<file path="config.mk">
export PLATFORM = sky130hd
export DESIGN_NAME = cordic_vec
export DESIGN_NICKNAME = d
export VERILOG_FILES = /design/src/rtl/cordic_vec_pkg.sv /design/src/rtl/cordic_vec_ctrl.sv /design/src/rtl/cordic_vec.sv
export SDC_FILE = /design/constraint.sdc
export NUM_CORES = 1
export LEC_CHECK = 0
export CAP_MARGIN = 10
export CORE_UTILIZATION = 50
export DETAILED_ROUTE_END_ITERATION = 6
export PLACE_DENSITY = 0.69
export RECOVER_POWER = 25
export SETUP_SLACK_MARGIN = 0.3
export SLEW_MARGIN = 20
export SYNTH_ARGS = -nofsm -noshare
export SYNTH_HDL_FRONTEND = slang
export SYNTH_SLANG_ARGS = --single-unit
export TNS_END_PERCENT = 1
</file>
<file path="constraint.sdc">
create_clock -name clk -period 14.7 [get_ports clk]
set_input_delay 2.205 -clock clk [delete_from_list [all_inputs] [get_ports clk]]
set_output_delay 2.205 -clock clk [all_outputs]
set_load 0.1 [all_outputs]
</file>
<file path="src/rtl/cordic_vec_pkg.sv">
// Shared CORDIC definitions: Q2.14 constants, FSM encoding and the arctangent table.
// Used by both the rotation-mode and vectoring-mode units.
package cordic_vec_pkg;

    localparam int          Q_FRAC    = 14;
    localparam int          ITR_DEF   = 16;
    localparam string       ATAN_FILE = "cordic_atan.txt";
    localparam logic [15:0] HALF_PI   = 16'h6488;

    typedef enum logic [1:0] {
        IDLE = 2'd0,
        INIT = 2'd1,
        ITER = 2'd2,
        DONE = 2'd3
    } state_t;

    // atan(2^-i) in Q2.14 radians; same contents as the ROM init file
    function automatic logic [15:0] atan_lut(input logic [3:0] i);
        case (i)
            4'd0:    atan_lut = 16'd12868;
            4'd1:    atan_lut = 16'd7596;
            4'd2:    atan_lut = 16'd4014;
            4'd3:    atan_lut = 16'd2037;
            4'd4:    atan_lut = 16'd1023;
            4'd5:    atan_lut = 16'd512;
            4'd6:    atan_lut = 16'd256;
            4'd7:    atan_lut = 16'd128;
            4'd8:    atan_lut = 16'd64;
            4'd9:    atan_lut = 16'd32;
            4'd10:   atan_lut = 16'd16;
            4'd11:   atan_lut = 16'd8;
            4'd12:   atan_lut = 16'd4;
            4'd13:   atan_lut = 16'd2;
            4'd14:   atan_lut = 16'd1;
            default: atan_lut = 16'd0;
        endcase
    endfunction

endpackage

</file>
<file path="src/rtl/cordic_vec_ctrl.sv">
// Sequencer for the vectoring CORDIC: IDLE -> INIT -> ITER -> DONE, with the
// iteration counter and the bgn/fin handshake.
module cordic_vec_ctrl
    import cordic_vec_pkg::*;
#(
    parameter int ITR = ITR_DEF
) (
    input  logic       clk,
    input  logic       rst,
    input  logic       bgn,
    output logic       cap,
    output logic       ld,
    output logic       init,
    output logic       last,
    output logic [3:0] cnt,
    output logic       busy,
    output logic       fin
);

    localparam logic [3:0] LAST_I = 4'(ITR - 1);

    state_t state;

    assign cap  = (state == IDLE) && bgn;
    assign init = (state == INIT);
    assign ld   = (state == INIT) || (state == ITER);
    assign last = (state == ITER) && (cnt == LAST_I);

    always_ff @(posedge clk or posedge rst) begin
        if (rst) begin
            state <= IDLE;
            busy  <= 1'b0;
            fin   <= 1'b0;
        end else begin
            fin <= 1'b0;
            case (state)
                IDLE: if (bgn) begin
                    state <= INIT;
                    busy  <= 1'b1;
                end
                INIT: state <= ITER;
                ITER: if (cnt == LAST_I) begin
                    state <= DONE;
                    busy  <= 1'b0;
                    fin   <= 1'b1;
                end
                default: state <= IDLE;
            endcase
        end
    end

    always_ff @(posedge clk or posedge rst) begin
        if (rst)
            cnt <= 4'd0;
        else if (init)
            cnt <= 4'd0;
        else if (ld)
            cnt <= cnt + 4'd1;
    end

endmodule

</file>
<file path="src/rtl/cordic_vec.sv">
// Iterative vectoring-mode CORDIC: drives y to zero to produce atan2(y, x)
// and the uncompensated (gain ~1.6468) magnitude of a Q2.14 vector.
module cordic_vec
    import cordic_vec_pkg::*;
#(
    parameter int W   = 16,
    parameter int ITR = ITR_DEF
) (
    input  logic           clk,
    input  logic           rst,
    input  logic           bgn,
    input  logic [W-1:0]   x_in,
    input  logic [W-1:0]   y_in,
    output logic [W:0]     angle,
    output logic [W+1:0]   mag,
    output logic           busy,
    output logic           fin
);

    localparam int XW = W + 3;
    localparam int ZW = W + 1;
    localparam logic signed [ZW-1:0] HP = ZW'(HALF_PI);

    logic           cap, ld, init, last;
    logic [3:0]     cnt;
    logic           zero_in;

    logic signed [W-1:0]  x_l, y_l;
    logic signed [XW-1:0] x, y, xe, ye, xi, yi, x_sh, y_sh, x_nx, y_nx;
    logic signed [ZW-1:0] z, zi, z_nx, at;

    cordic_vec_ctrl #(.ITR(ITR)) u_ctrl (
        .clk  (clk),
        .rst  (rst),
        .bgn  (bgn),
        .cap  (cap),
        .ld   (ld),
        .init (init),
        .last (last),
        .cnt  (cnt),
        .busy (busy),
        .fin  (fin)
    );

    // Sign-extend before negating so -0x8000 does not wrap
    assign xe = {{(XW-W){x_l[W-1]}}, x_l};
    assign ye = {{(XW-W){y_l[W-1]}}, y_l};

    always_comb begin
        xi = xe;
        yi = ye;
        zi = '0;
        if (x_l[W-1]) begin
            if (!y_l[W-1]) begin
                xi = ye;
                yi = -xe;
                zi = HP;
            end else begin
                xi = -ye;
                yi = xe;
                zi = -HP;
            end
        end
    end

    assign x_sh = x >>> cnt;
    assign y_sh = y >>> cnt;
    assign at   = {{(ZW-16){1'b0}}, atan_lut(cnt)};

    always_comb begin
        if (!y[XW-1]) begin
            x_nx = x + y_sh;
            y_nx = y - x_sh;
            z_nx = z + at;
        end else begin
            x_nx = x - y_sh;
            y_nx = y + x_sh;
            z_nx = z - at;
        end
    end

    always_ff @(posedge clk or posedge rst) begin
        if (rst) begin
            x_l     <= '0;
            y_l     <= '0;
            x       <= '0;
            y       <= '0;
            z       <= '0;
            zero_in <= 1'b0;
            angle   <= '0;
            mag     <= '0;
        end else begin
            if (cap) begin
                x_l <= x_in;
                y_l <= y_in;
            end
            if (init) begin
                x       <= xi;
                y       <= yi;
                z       <= zi;
                zero_in <= (x_l == '0) && (y_l == '0);
            end else if (ld) begin
                x <= x_nx;
                y <= y_nx;
                z <= z_nx;
            end
            // A zero vector never leaves the y>=0 branch, so z would collect the whole table
            if (last) begin
                angle <= zero_in ? '0 : z_nx;
                mag   <= x_nx[W+1:0];
            end
        end
    end

endmodule

</file>
======== Word level (Yosys, flattened, before mapping) ========
Memory sizes are Yosys's and may differ from the RTL's.
Index checks and enable logic that the tools add are counted.
word-level totals
  register bits after elaboration ......... 131
  latch bits .............................. 0
  bits in writable memories ............... 0
  ROM bits ................................ 224
  input bits .............................. 35
  word-level logic and storage cells ...... 66
  memories ................................ 1
memories
  memory           depth  width  rd ports  clocked after Yosys merged registers in  write ports  line                  text
  (no name shown)  16     14     1         0                                        0            cordic_vec_pkg.sv:19  case (i)
cells by class
  $add $sub $neg .......................... 9
  $mul .................................... 0
  div/mod/pow operators ................... 0
  order comparisons ....................... 0
  equal/unequal tests ..................... 5
  shift-type cells ........................ 2
  mux-type cells .......................... 26
  bitwise gates (word level) .............. 0
  reduce and logical (&&, ||, !) cells .... 11
operators by type and width
  operator                                                         number
  19-bit two-way mux                                               10
  17-bit two-way mux                                               6
  19-bit adder                                                     2
  16-bit negator with 19-bit output                                2
  19-bit by 4-bit >>> shifter with 19-bit output                   2
  19-bit subtractor                                                2
  16-bit logical NOT                                               2
  17-bit adder                                                     1
  17-bit subtractor                                                1
  4-bit two-way mux                                                2
  2-bit case mux with 3 select lines                               1
  4-bit by 1-bit adder with 4-bit output, second input constant    1
  4-bit == test, second input constant                             1
  1-bit two-way mux                                                4
  2-bit two-way mux                                                2
  2-bit != test, second input constant                             2
  2-bit nonzero test                                               2
  1-bit logical AND                                                3
  3-bit AND reduction                                              1
  2-bit by 1-bit == test with 1-bit output, second input constant  1
  2-bit == test, second input constant                             1
  2-bit logical NOT                                                1
  1-bit case mux with 2 select lines                               1
  2-bit AND reduction                                              1
  1-bit logical OR                                                 1

======== Depth between registers and ports, before layout ========
Gate-level depths: netlist of run 1.
  word-level depth ........................ 5
  gate-level depth with buffers ........... 25
  gate-level depth less buffers ........... 21

======== Hierarchy ========
A second synthesis of run 1 with hierarchy kept.
second synthesis, totals
  cells, all modules ...................... 1,334
  area, all modules ....................... 11,944.0 µm²
by module, submodules not included
  module           instances  cells an instance  area an instance (µm²)
  cordic_vec       1          1,290              11,477.3
  cordic_vec_ctrl  1          44                 466.7

======== Worst setup path after synthesis of run 1 ========
No wires, ideal clock.
  path type ............................... flip-flop to flip-flop
  from .................................... reg u_ctrl.cnt[3]
  to ...................................... reg x[18]
  library setup time ...................... 0.138 ns
  data arrival time ....................... 5.138 ns
  required time ........................... 14.562 ns
  path slack .............................. 9.424 ns
  stages on the path, launching flop included .. 23
  buffers on the path ..................... 5
  cell sequence ........................... dfrtp_1 clkbuf_1 clkbuf_1 clkbuf_1 clkbuf_1 clkbuf_1 a21o_1 ha_1 nor3b_2 nand4_4 and3_1 a31oi_1 o32ai_1 ha_1 a21o_1 a21o_1 a21o_1 a21o_1 o41ai_1 o21ai_0 xor2_1 mux2i_1 o22ai_1
on the way
  cells in the longest elaborated chain, start to end .. 5
ends and longest elaborated chain
  item                                                      line                                text
  start: declaration                                        cordic_vec_ctrl.sv:15               output logic [3:0] cnt,
  start signal: assignment                                  cordic_vec_ctrl.sv:58               cnt <= cnt + 4'd1;
  19-bit by 4-bit >>> shifter with 19-bit output *          cordic_vec.sv:67                    assign y_sh = y >>> cnt;
  19-bit adder / 19-bit subtractor (equally long branches)  cordic_vec.sv:72, cordic_vec.sv:76
  19-bit two-way mux *                                      cordic_vec.sv:71                    if (!y[XW-1]) begin
  19-bit two-way mux *                                      cordic_vec.sv:102                   end else if (ld) begin
  19-bit two-way mux *                                      cordic_vec.sv:97                    if (init) begin
  end signal: assignment                                    cordic_vec.sv:98                    x <= xi;
  end signal: assignment                                    cordic_vec.sv:103                   x <= x_nx;
  end: declaration                                          cordic_vec.sv:29                    logic signed [XW-1:0] x, y, xe, ye, xi, yi, x_sh, y_sh, x_nx, y_nx;
Every way passes the cells marked *; elsewhere a longest branch is shown, timed or not. The select of a mux whose other input is x is not followed.
A chain may end at the register's enable or synchronous reset.

======== Final worst setup path of run 1 ========
Same ends and word-level chain as after synthesis.

==> impl_metrics.env, run 1 <==
export IMPL_status="finished, violations left"
export IMPL_violations="capacitance limit, slew limit"
export IMPL_numPortBuffers=71
export IMPL_crit_start="u_ctrl.cnt[3]"
export IMPL_crit_top_cell="a21o_1"
export IMPL_initial_utilization_pct=51.7
export IMPL_clock_latency_ns=0.43
export IMPL_endpoint="x[18]"
export IMPL_grt_pass1_wl_microns=55400
export IMPL_cts_clk_slew_worst_paths_ns=0.07
export IMPL_cp_slowest_stage_delay_ns=0.75
export IMPL_antenna_found_initial=0
export IMPL_r2r_cells=20
export IMPL_yosysTopAreaCellShare_pct=27.6
export IMPL_hpwl_microns=24900
export IMPL_cts_made_buffers=17
export IMPL_post_drt_wl_per_cell_microns=20.1
export IMPL_cts_resized=0
export IMPL_fin_crit_sh_pct=39.7
export IMPL_dieArea_sq_um=24300
export IMPL_maxCapViolations=3
export IMPL_synth_seq_area_share_pct=27.6
export IMPL_critPathRequiredTime_ns=14.87
export IMPL_path_depth=20
export IMPL_drtIter0Drc=856
export IMPL_synthFlopType="dfrtp_1"
export IMPL_critPathSlowestCell="clkinv_1"
export IMPL_vias=10680
export IMPL_synth_edff_count=0
export IMPL_wl_met1_microns=14600
export IMPL_core_area_sq_um=22900
export IMPL_syn_area_sq_um=11900
export IMPL_hold_class="flop to flop"
export IMPL_drcViolationCount=0
export IMPL_worst_path_buf_inv=2
export IMPL_grt_max_degree=77
export IMPL_synth_avg_cell_area_sq_um=8.65
export IMPL_cp_end_kind="flop"
export IMPL_ant_nets=0
export IMPL_synth_cells=1371
export IMPL_r2r_end="x[18]"
export IMPL_place_ws_ns=9.04
export IMPL_r2r_start="u_ctrl.cnt[3]"
export IMPL_routed_top_layer="met4"
export IMPL_finish_net_count=1506
export IMPL_wl_met2_microns=16000
export IMPL_dieWidth_microns=156
export IMPL_synth_cell_types=75
export IMPL_ys_async_sr_fraction_pct=100
export IMPL_post_route_cells_drive_above_1_share_pct=11.6
export IMPL_grt_use_total_pct=29.4
export IMPL_vias_per_cell=6.19
export IMPL_gp_congestion=0.894
export IMPL_rsz0062_at_grt="false"
export IMPL_cts_root_buf="clkbuf_16"
export IMPL_clock_sinks=131
export IMPL_yosys_area_top_type="dfrtp_1"
export IMPL_rows=55
export IMPL_htreeDepth=4
export IMPL_slew_headroom_pct=-126
export IMPL_hold_violations=0
export IMPL_die_h_microns=156
export IMPL_hold_buffers=0
export IMPL_arrival_ns=6.00
export IMPL_worst_setup_path_type="flop to flop"
export IMPL_cts_tree="yes"
export IMPL_overflow=0
export IMPL_met3_length_microns=2010
export IMPL_finalSetupViolations=0
export IMPL_crit_fanout=67
export IMPL_critPathTopFamily="compound AO/OA/AOI/OAI gates"
export IMPL_io_pins=72
export IMPL_drv_slew=189
export IMPL_fin_skew_ns=0.0188
export IMPL_firstDrtPassIters=5
export IMPL_clockBufferDepth=2
export IMPL_grt_pass1_vias=10027
export IMPL_path_cells="buf_4 -> clkinv_1 -> nor2_1 -> a31o_2 -> ha_1 -> nor3b_2 -> nand4_4 -> and3_1 -> a31oi_1 -> o32ai_1 -> ha_1 -> a21o_1 -> a21o_1 -> a21o_1 -> a21o_1 -> o41ai_1 -> o21ai_0 -> xor2_1 -> mux2i_1 -> o22ai_1"
export IMPL_synth_seq_cells=131
export IMPL_area_delta_synth_final_pct=12.4
export IMPL_post_cts_setup_buffer_count=0
export IMPL_hold_slack_ns=0.479
export IMPL_setup_ws_ns=8.87
export IMPL_post_route_min_period_ns=5.83
export IMPL_synth_fp_nets=1479
export IMPL_worst_pin_slew_ns=3.37
export IMPL_synth_warnings=0
export IMPL_max_freq_mhz=171
export IMPL_antenna_cells=0
export IMPL_tns_ns=0
export IMPL_r2r_slack_ns=8.87
export IMPL_synthTopCellsByArea="dfrtp_1, ha_1, mux4_2, a21oi_1, mux2_2"
export IMPL_wl_microns=34600
export IMPL_start_kind="flop"
-- stage by stage --
| stage | util, % | cell area [sq um] | std cells |
|---|---|---|---|
| 3_5_place_dp | 55.6 | 12700 | 1692 |
| 5_1_grt | 58.2 | 13300 | 1724 |
| 3_3_place_gp | 55.6 | 12700 | 1692 |
| 4_1_cts | 58.3 | 13400 | 1724 |
| 2_1_floorplan | - | 11900 | 1371 |
| 6_report | 58.2 | 13300 | 1724 |
-- how the worst min path moves through the flow --
stage,depth (start not counted),end,from
final,2,mag[3],mag[3]
after floorplan,1,z[13],z[13]
after global routing,1,z[9],z[9]
after detailed placement,2,mag[5],mag[5]
after global placement,2,angle[15],angle[15]
after CTS,2,mag[5],mag[5]
-- metal layers --
| layer | vias to the layer above | track usage (%) |
|---|---|---|
| met1 | 5107 | 37.5 |
| met5 | - | 0 |
| met2 | 403 | 47.7 |
| met3 | 93 | 4.28 |
| li1 | 5077 | - |
| met4 | 0 | 16.8 |
-- kinds of logic (layout without fill, tap and decap cells) --
| group | Yosys count | after routing | synth area share (%) |
|---|---|---|---|
| AND/OR/NAND/NOR | 421 | 421 | 16.7 |
| XOR/XNOR | 99 | 99 | 7.31 |
| buffers and inverters | 122 | 162 | 4.28 |
| AO/OA/AOI/OAI | 395 | 395 | 20.8 |
| multiplexers | 130 | 130 | 15.3 |
| adder cells (fa/ha/maj) | 73 | 73 | 7.89 |
| flip-flops | 131 | 131 | 27.6 |
-- placed cells by master (no fill, tap or decap), types with 46 or more instances in the layout --
master	count
nor2_1	164
a21oi_1	133
dfrtp_1	125
nand2_1	115
o21ai_0	79
ha_1	69
clkdlybuf4s50_1	69
mux2_2	57
xnor2_1	53
xor2_1	46
-- state kept, by name, summed over array words and instances (netlist names) --
register      cells
x                19
y                19
mag              18
angle            17
z                17
x_l              16
y_l              16
u_ctrl.cnt        4
u_ctrl.state      2
u_ctrl.busy       1
u_ctrl.fin        1
zero_in           1
-- synthesized netlist by cell type (all sizes together) (11+ instances only) --
cell	instances
nor3	25
xor2	46
buf	30
mux2i	37
a22o	15
xnor2	53
o21a	17
o22ai	16
ha	70
o211ai	15
mux2	59
dfrtp	131
nor2	164
o31ai	11
inv	41
a21oi	133
nand2	115
nand3	20
nand2b	12
o21ai	81
a21o	22
nor2b	16
mux4	34
clkbuf	48
a31oi	18
-- final cells by class --
cell class / count / area (sq um)
Clock inverter: 15 / 178
Fill cell: 2070 / 9580
Inverter: 44 / 166
Timing Repair Buffer: 86 / 812
Multi-Input combinational cell: 1118 / 8070
Clock buffer: 17 / 425
Tap cell: 313 / 392
Sequential cell: 131 / 3290
-- worst reg2reg max path, stage by stage (launching register included) --
cell and delay (ns):
dfrtp_2 0.34, buf_4 0.56, clkinv_1 0.76, nor2_1 0.29
a31o_2 0.15, ha_1 0.16, nor3b_2 0.38, nand4_4 0.22
and3_1 0.23, a31oi_1 0.13, o32ai_1 0.10, ha_1 0.37
a21o_1 0.20, a21o_1 0.17, a21o_1 0.19, a21o_1 0.21
o41ai_1 0.44, o21ai_0 0.19, xor2_1 0.19, mux2i_1 0.20
o22ai_1 0.10
Power of run 1 is not shown: default switching activity piles up to over one toggle a cycle in this logic, so the estimate is an artifact.
==> run 2, diff against run 1 <==
- clock period: 14.7 -> 5.8 ns (I/O delays scaled with it)
==> run 2 against run 1 <==
Against the previous run:
- flip-flop and latch count stayed put
- sequential share of layout area is 0.40 points lower
- cell area is 1.8% higher
- wire length is 2.6% higher
- global-route usage is 0.24 points higher
- largest cell class unchanged
- critical path type unchanged
- clock-buffer cell count stayed put
- critical path depth is 1 lower
- register-to-register slack worse by 8.3 ns
- die area stayed put
- setup slack worse by 8.3 ns
- the run still ends with capacitance limit, slew limit left
==> impl_metrics.env, run 2 (same netlist as run 1, synthesis figures left out) <==
export IMPL_use_met3_pct=4.25
export IMPL_drcViolationCount=0
export IMPL_hold_violations=0
export IMPL_die_h_microns=156
export IMPL_post_route_min_period_ns=5.26
export IMPL_r2r_start="u_ctrl.cnt[0]"
export IMPL_worst_setup_path_type="flop to flop"
export IMPL_htreeDepth=4
export IMPL_gp_congestion=0.946
export IMPL_vias_per_cell=6.17
export IMPL_core_area_sq_um=22900
export IMPL_antenna_found_initial=1
export IMPL_grt_max_degree=83
export IMPL_r2r_cells=19
export IMPL_violations="capacitance limit, slew limit"
export IMPL_numPortBuffers=71
export IMPL_clockBufferDepth=2
export IMPL_status="finished, violations left"
export IMPL_firstDrtPassIters=5
export IMPL_overflow=0
export IMPL_drv_slew=83
export IMPL_area_delta_synth_final_pct=14.5
export IMPL_drtIter0Drc=959
export IMPL_post_drt_wl_per_cell_microns=20.3
export IMPL_dieWidth_microns=156
export IMPL_grt_pass1_vias=10027
export IMPL_io_pins=72
export IMPL_hold_class="flop to flop"
export IMPL_critPathRequiredTime_ns=6.08
export IMPL_rsz0062_at_grt="true"
export IMPL_ant_nets=0
export IMPL_clock_sinks=131
export IMPL_cts_made_buffers=17
export IMPL_post_route_cells_drive_above_1_share_pct=13.5
export IMPL_cts_root_buf="clkbuf_16"
export IMPL_clock_latency_ns=0.43
export IMPL_tns_ns=0
export IMPL_cts_tree="yes"
export IMPL_hold_buffers=0
export IMPL_finalSetupViolations=0
export IMPL_cp_end_kind="flop"
export IMPL_fin_skew_ns=0.0187
export IMPL_vias=10759
export IMPL_wl_microns=35500
export IMPL_maxCapViolations=1
export IMPL_r2r_end="x[18]"
export IMPL_reg_top3="x x19, y x19, mag x18"
export IMPL_final_cell_mix="nor2_1, a21oi_1, dfrtp_1, nand2_1, o21ai_0"
export IMPL_antenna_cells=0
export IMPL_hpwl_microns=26300
export IMPL_crit_fanout=7
export IMPL_grt_busiest_layer="met2"
export IMPL_nFillCells=2063
export IMPL_min_to="mag[16]"
export IMPL_slew_headroom_pct=-152
export IMPL_rows=55
export IMPL_final_common_cell="nor2_1"
export IMPL_worst_pin_slew_ns=3.76
export IMPL_hold_depth=2
export IMPL_hp_start="mag[16]"
export IMPL_multiInputGateArea_sq_um=8120
export IMPL_grt_use_total_pct=29.7
export IMPL_regArea_sq_um=3290
export IMPL_arrival_ns=5.54
export IMPL_initial_utilization_pct=51.7
export IMPL_met1_usage_pct=38.7
export IMPL_max_freq_mhz=190
export IMPL_start_kind="flop"
export IMPL_cts_clk_slew_worst_paths_ns=0.07
export IMPL_dieArea_sq_um=24300
export IMPL_fin_crit_sh_pct=90.7
export IMPL_grtUsageMet2_pct=48.1
export IMPL_grt_pass1_wl_microns=55700
export IMPL_r2r_slack_ns=0.54
export IMPL_finish_net_count=1526
run 2: stage by stage:
step	worst slack [ns]	hold WS, ns	area, sq um	utilization (%)	std cells
after detailed placement	0.291	0.470	12900	56.2	1707
final	0.541	0.483	13600	59.2	1744
after floorplan	0.524	0.457	11900	-	1371
after global routing	0.259	0.506	13600	59.2	1744
after CTS	0.304	0.487	13500	58.9	1739
after global placement	0.450	0.459	12900	56.2	1707
run 2: how the worst max path moves through the flow:
stage	start	end	slack, ns	cells past startpoint
global route	u_ctrl.cnt[0]	x[18]	0.26	19
detailed placement	u_ctrl.cnt[0]	y[18]	0.29	18
floorplan	u_ctrl.cnt[3]	x[18]	0.52	22
global placement	u_ctrl.cnt[0]	y[18]	0.45	18
finish	u_ctrl.cnt[0]	x[18]	0.54	19
CTS	u_ctrl.cnt[0]	x[18]	0.30	21
run 2: area by class of cell:
cell class,count,area share (%)
Multi-Input combinational cell,1118,59.8
Sequential cell,131,24.2
Timing Repair Buffer,106,7.29
Clock buffer,17,3.13
Tap cell,313,2.89
Clock inverter,15,1.39
Inverter,44,1.24
run 2: repair_timing:
action	4_1_cts	5_1_grt
resized for setup	1	10
endpoints found under the setup margin	1	13
buffers inserted	0	5
run 2: per-layer routing:
metal,wire (microns),vias up
li1,-,5101
met1,15100,5185
met2,16600,400
met3,2110,73
met4,1620,0
met5,0,-
run 2: worst max-delay path, stage by stage, from the launching register on:
cell	delay [ns]
dfrtp_4	0.52
buf_4	0.19
mux2_4	0.30
mux2_4	0.27
mux4_2	0.57
nor4_4	0.42
nand4_4	0.21
and3_1	0.23
a31oi_1	0.13
o32ai_1	0.11
ha_1	0.34
a21o_1	0.20
a21o_1	0.17
a21o_1	0.19
a21o_1	0.23
o41ai_2	0.38
o21ai_0	0.18
xor2_1	0.19
mux2i_1	0.21
o22ai_1	0.09
Power of run 2 is left out for the same reason.
==> run 3, diff against run 2 <==
- ABC_AREA: unset -> 1
==> run 3 against run 2 <==
Against the previous run:
- the flow finishes with violations (DRC, capacitance limit, slew limit)
- sequential share of layout area increased by 0.89 points
- global-route usage rose by 3.3 points
- wire length up 8.3%
- register-to-register slack gained 0.41 ns
- non-clock buffer count decreased by 18
==> impl_metrics.env, run 3 <==
export IMPL_synth_seq_area_share_pct=28.3
export IMPL_hold_class="flop to flop"
export IMPL_cts_resized=0
export IMPL_slew_headroom_pct=-152
export IMPL_crit_fanout=21
export IMPL_drtIter0Drc=1443
export IMPL_clockBufferDepth=2
export IMPL_numPortBuffers=71
export IMPL_clock_sinks=131
export IMPL_start_kind="flop"
export IMPL_hold_buffers=0
export IMPL_final_common_cell="nand2_1"
export IMPL_initial_utilization_pct=51.1
export IMPL_synth_edff_count=0
export IMPL_cts_clk_slew_worst_paths_ns=0.07
export IMPL_finish_net_count=1867
export IMPL_synth_cell_types=56
export IMPL_arrival_ns=5.13
export IMPL_hold_violations=0
export IMPL_hpwl_microns=28600
export IMPL_synthFlopType="dfrtp_1"
export IMPL_rows=55
export IMPL_fin_skew_ns=0.0131
export IMPL_wl_microns=38400
export IMPL_synth_seq_cells=131
export IMPL_syn_area_sq_um=11600
export IMPL_vias_per_cell=5.93
export IMPL_yosys_area_top_type="dfrtp_1"
export IMPL_overflow=0
export IMPL_synth_top_cells_by_count="nand2_1, nand3_1, inv_1, a21oi_1, dfrtp_1"
export IMPL_final_util_pct=57.4
export IMPL_synthTopCellsByArea="dfrtp_1, nand2_1, nand3_1, ha_1, a21oi_1"
export IMPL_violations="DRC, capacitance limit, slew limit"
export IMPL_clock_latency_ns=0.43
export IMPL_post_cts_setup_buffer_count=0
export IMPL_cp_end_kind="flop"
export IMPL_cts_made_buffers=17
export IMPL_worst_setup_path_type="flop to flop"
export IMPL_synth_avg_cell_area_sq_um=6.72
export IMPL_core_area_sq_um=22700
export IMPL_io_pins=72
export IMPL_cts_root_buf="clkbuf_16"
export IMPL_post_route_cells_drive_above_1_share_pct=6.26
export IMPL_htreeDepth=4
export IMPL_rsz0062_at_grt="false"
export IMPL_grt_use_total_pct=32.9
export IMPL_area_delta_synth_final_pct=12.5
export IMPL_fin_crit_sh_pct=83.5
export IMPL_max_freq_mhz=206
export IMPL_hold_slack_ns=0.485
export IMPL_ant_nets=0
export IMPL_synth_fp_nets=1833
export IMPL_yosysTopAreaCellShare_pct=28.3
export IMPL_gp_congestion=0.990
export IMPL_post_drt_wl_per_cell_microns=18.7
export IMPL_grt_pass1_wl_microns=61100
export IMPL_cts_tree="yes"
export IMPL_synth_cells=1725
export IMPL_grt_max_degree=98
export IMPL_final_cell_mix="nand2_1, nand3_1, inv_1, a21oi_1, dfrtp_1"
export IMPL_tns_ns=0
export IMPL_firstDrtPassIters=7
export IMPL_vias=12202
export IMPL_drcViolationCount=6
export IMPL_post_route_min_period_ns=4.84
export IMPL_critPathRequiredTime_ns=6.09
export IMPL_grt_pass1_vias=11127
export IMPL_status="finished, violations left"
export IMPL_drv_slew=98
export IMPL_reg_top3="x x19, y x19, mag x18"
export IMPL_antenna_found_initial=2
export IMPL_yosysMostFrequentCell="nand2_1"
export IMPL_synth_warnings=0
export IMPL_worst_pin_slew_ns=3.79
export IMPL_maxCapViolations=1
export IMPL_dieArea_sq_um=23800
export IMPL_finalSetupViolations=0
export IMPL_ys_async_sr_fraction_pct=100
export IMPL_dieWidth_microns=154
export IMPL_die_h_microns=154
[run 3: per-stage QoR]
step,area (sq um),setup slack [ns],cells
6_report,13000,0.956,2058
5_1_grt,13000,0.500,2057
4_1_cts,13000,1.04,2057
3_5_place_dp,12400,1.09,2025
3_3_place_gp,12400,1.23,2025
2_1_floorplan,11600,1.43,1725
[run 3: logic make-up after synthesis]
group                    Yosys count  synth area share [%]
AND/OR/NAND/NOR                  857                  31.9
AO/OA/AOI/OAI                    363                  18.0
buffers and inverters            231                  8.32
flip-flops                       131                  28.3
adder cells (fa/ha/maj)           73                  8.07
XOR/XNOR                          63                  4.76
multiplexers                       7                 0.680
[run 3: layer usage]
| layer | global-route usage, % | part of all wire [%] | vias to the layer above |
|---|---|---|---|
| li1 | - | - | 5883 |
| met1 | 48.0 | 45 | 5672 |
| met2 | 49.8 | 43 | 554 |
| met3 | 5.46 | 9.2 | 91 |
| met4 | 9.62 | 2.8 | 2 |
| met5 | 0 | 0.034 | - |
[run 3: final cells by class]
| cell class | count | area (sq um) |
|---|---|---|
| Fill cell | 2235 | 9670 |
| Multi-Input combinational cell | 1363 | 7350 |
| Sequential cell | 131 | 3280 |
| Timing Repair Buffer | 88 | 838 |
| Inverter | 158 | 596 |
| Clock buffer | 17 | 425 |
| Tap cell | 285 | 357 |
| Clock inverter | 15 | 193 |
| Antenna cell | 1 | 2.50 |
[run 3: worst max-delay path, stage by stage, from the launching register on]
cell	delay [ns]
dfrtp_1	0.78
inv_2	0.26
buf_4	0.28
nand3_1	0.11
nand2_1	0.09
nand2_1	0.09
nand3_1	0.19
inv_1	0.20
ha_1	0.22
nand3_1	0.09
nor2_1	0.11
nand2_2	0.12
o31ai_1	0.28
xor2_1	0.21
inv_1	0.07
ha_1	0.34
a21oi_1	0.20
o21ai_0	0.11
inv_1	0.08
nand2_1	0.10
a21boi_0	0.31
o21ai_0	0.17
o21ai_0	0.19
nand3_1	0.09
[run 3: worst paths after layout]
| check | start | to | slack (ns) | cells past startpoint |
|---|---|---|---|---|
| hold reg to reg | mag[17] | mag[17] | 0.49 | 2 |
| setup / recovery | u_ctrl.cnt[2] | y[13] | 0.96 | 23 |
| hold / removal | mag[17] | mag[17] | 0.49 | 2 |
| setup reg to reg | u_ctrl.cnt[2] | y[13] | 0.96 | 23 |
| min in group asynchronous | rst | mag[14] | 2.29 | 2 |
| max in group asynchronous | rst | y[13] | 1.34 | 2 |
Power of run 3 is left out for the same reason.
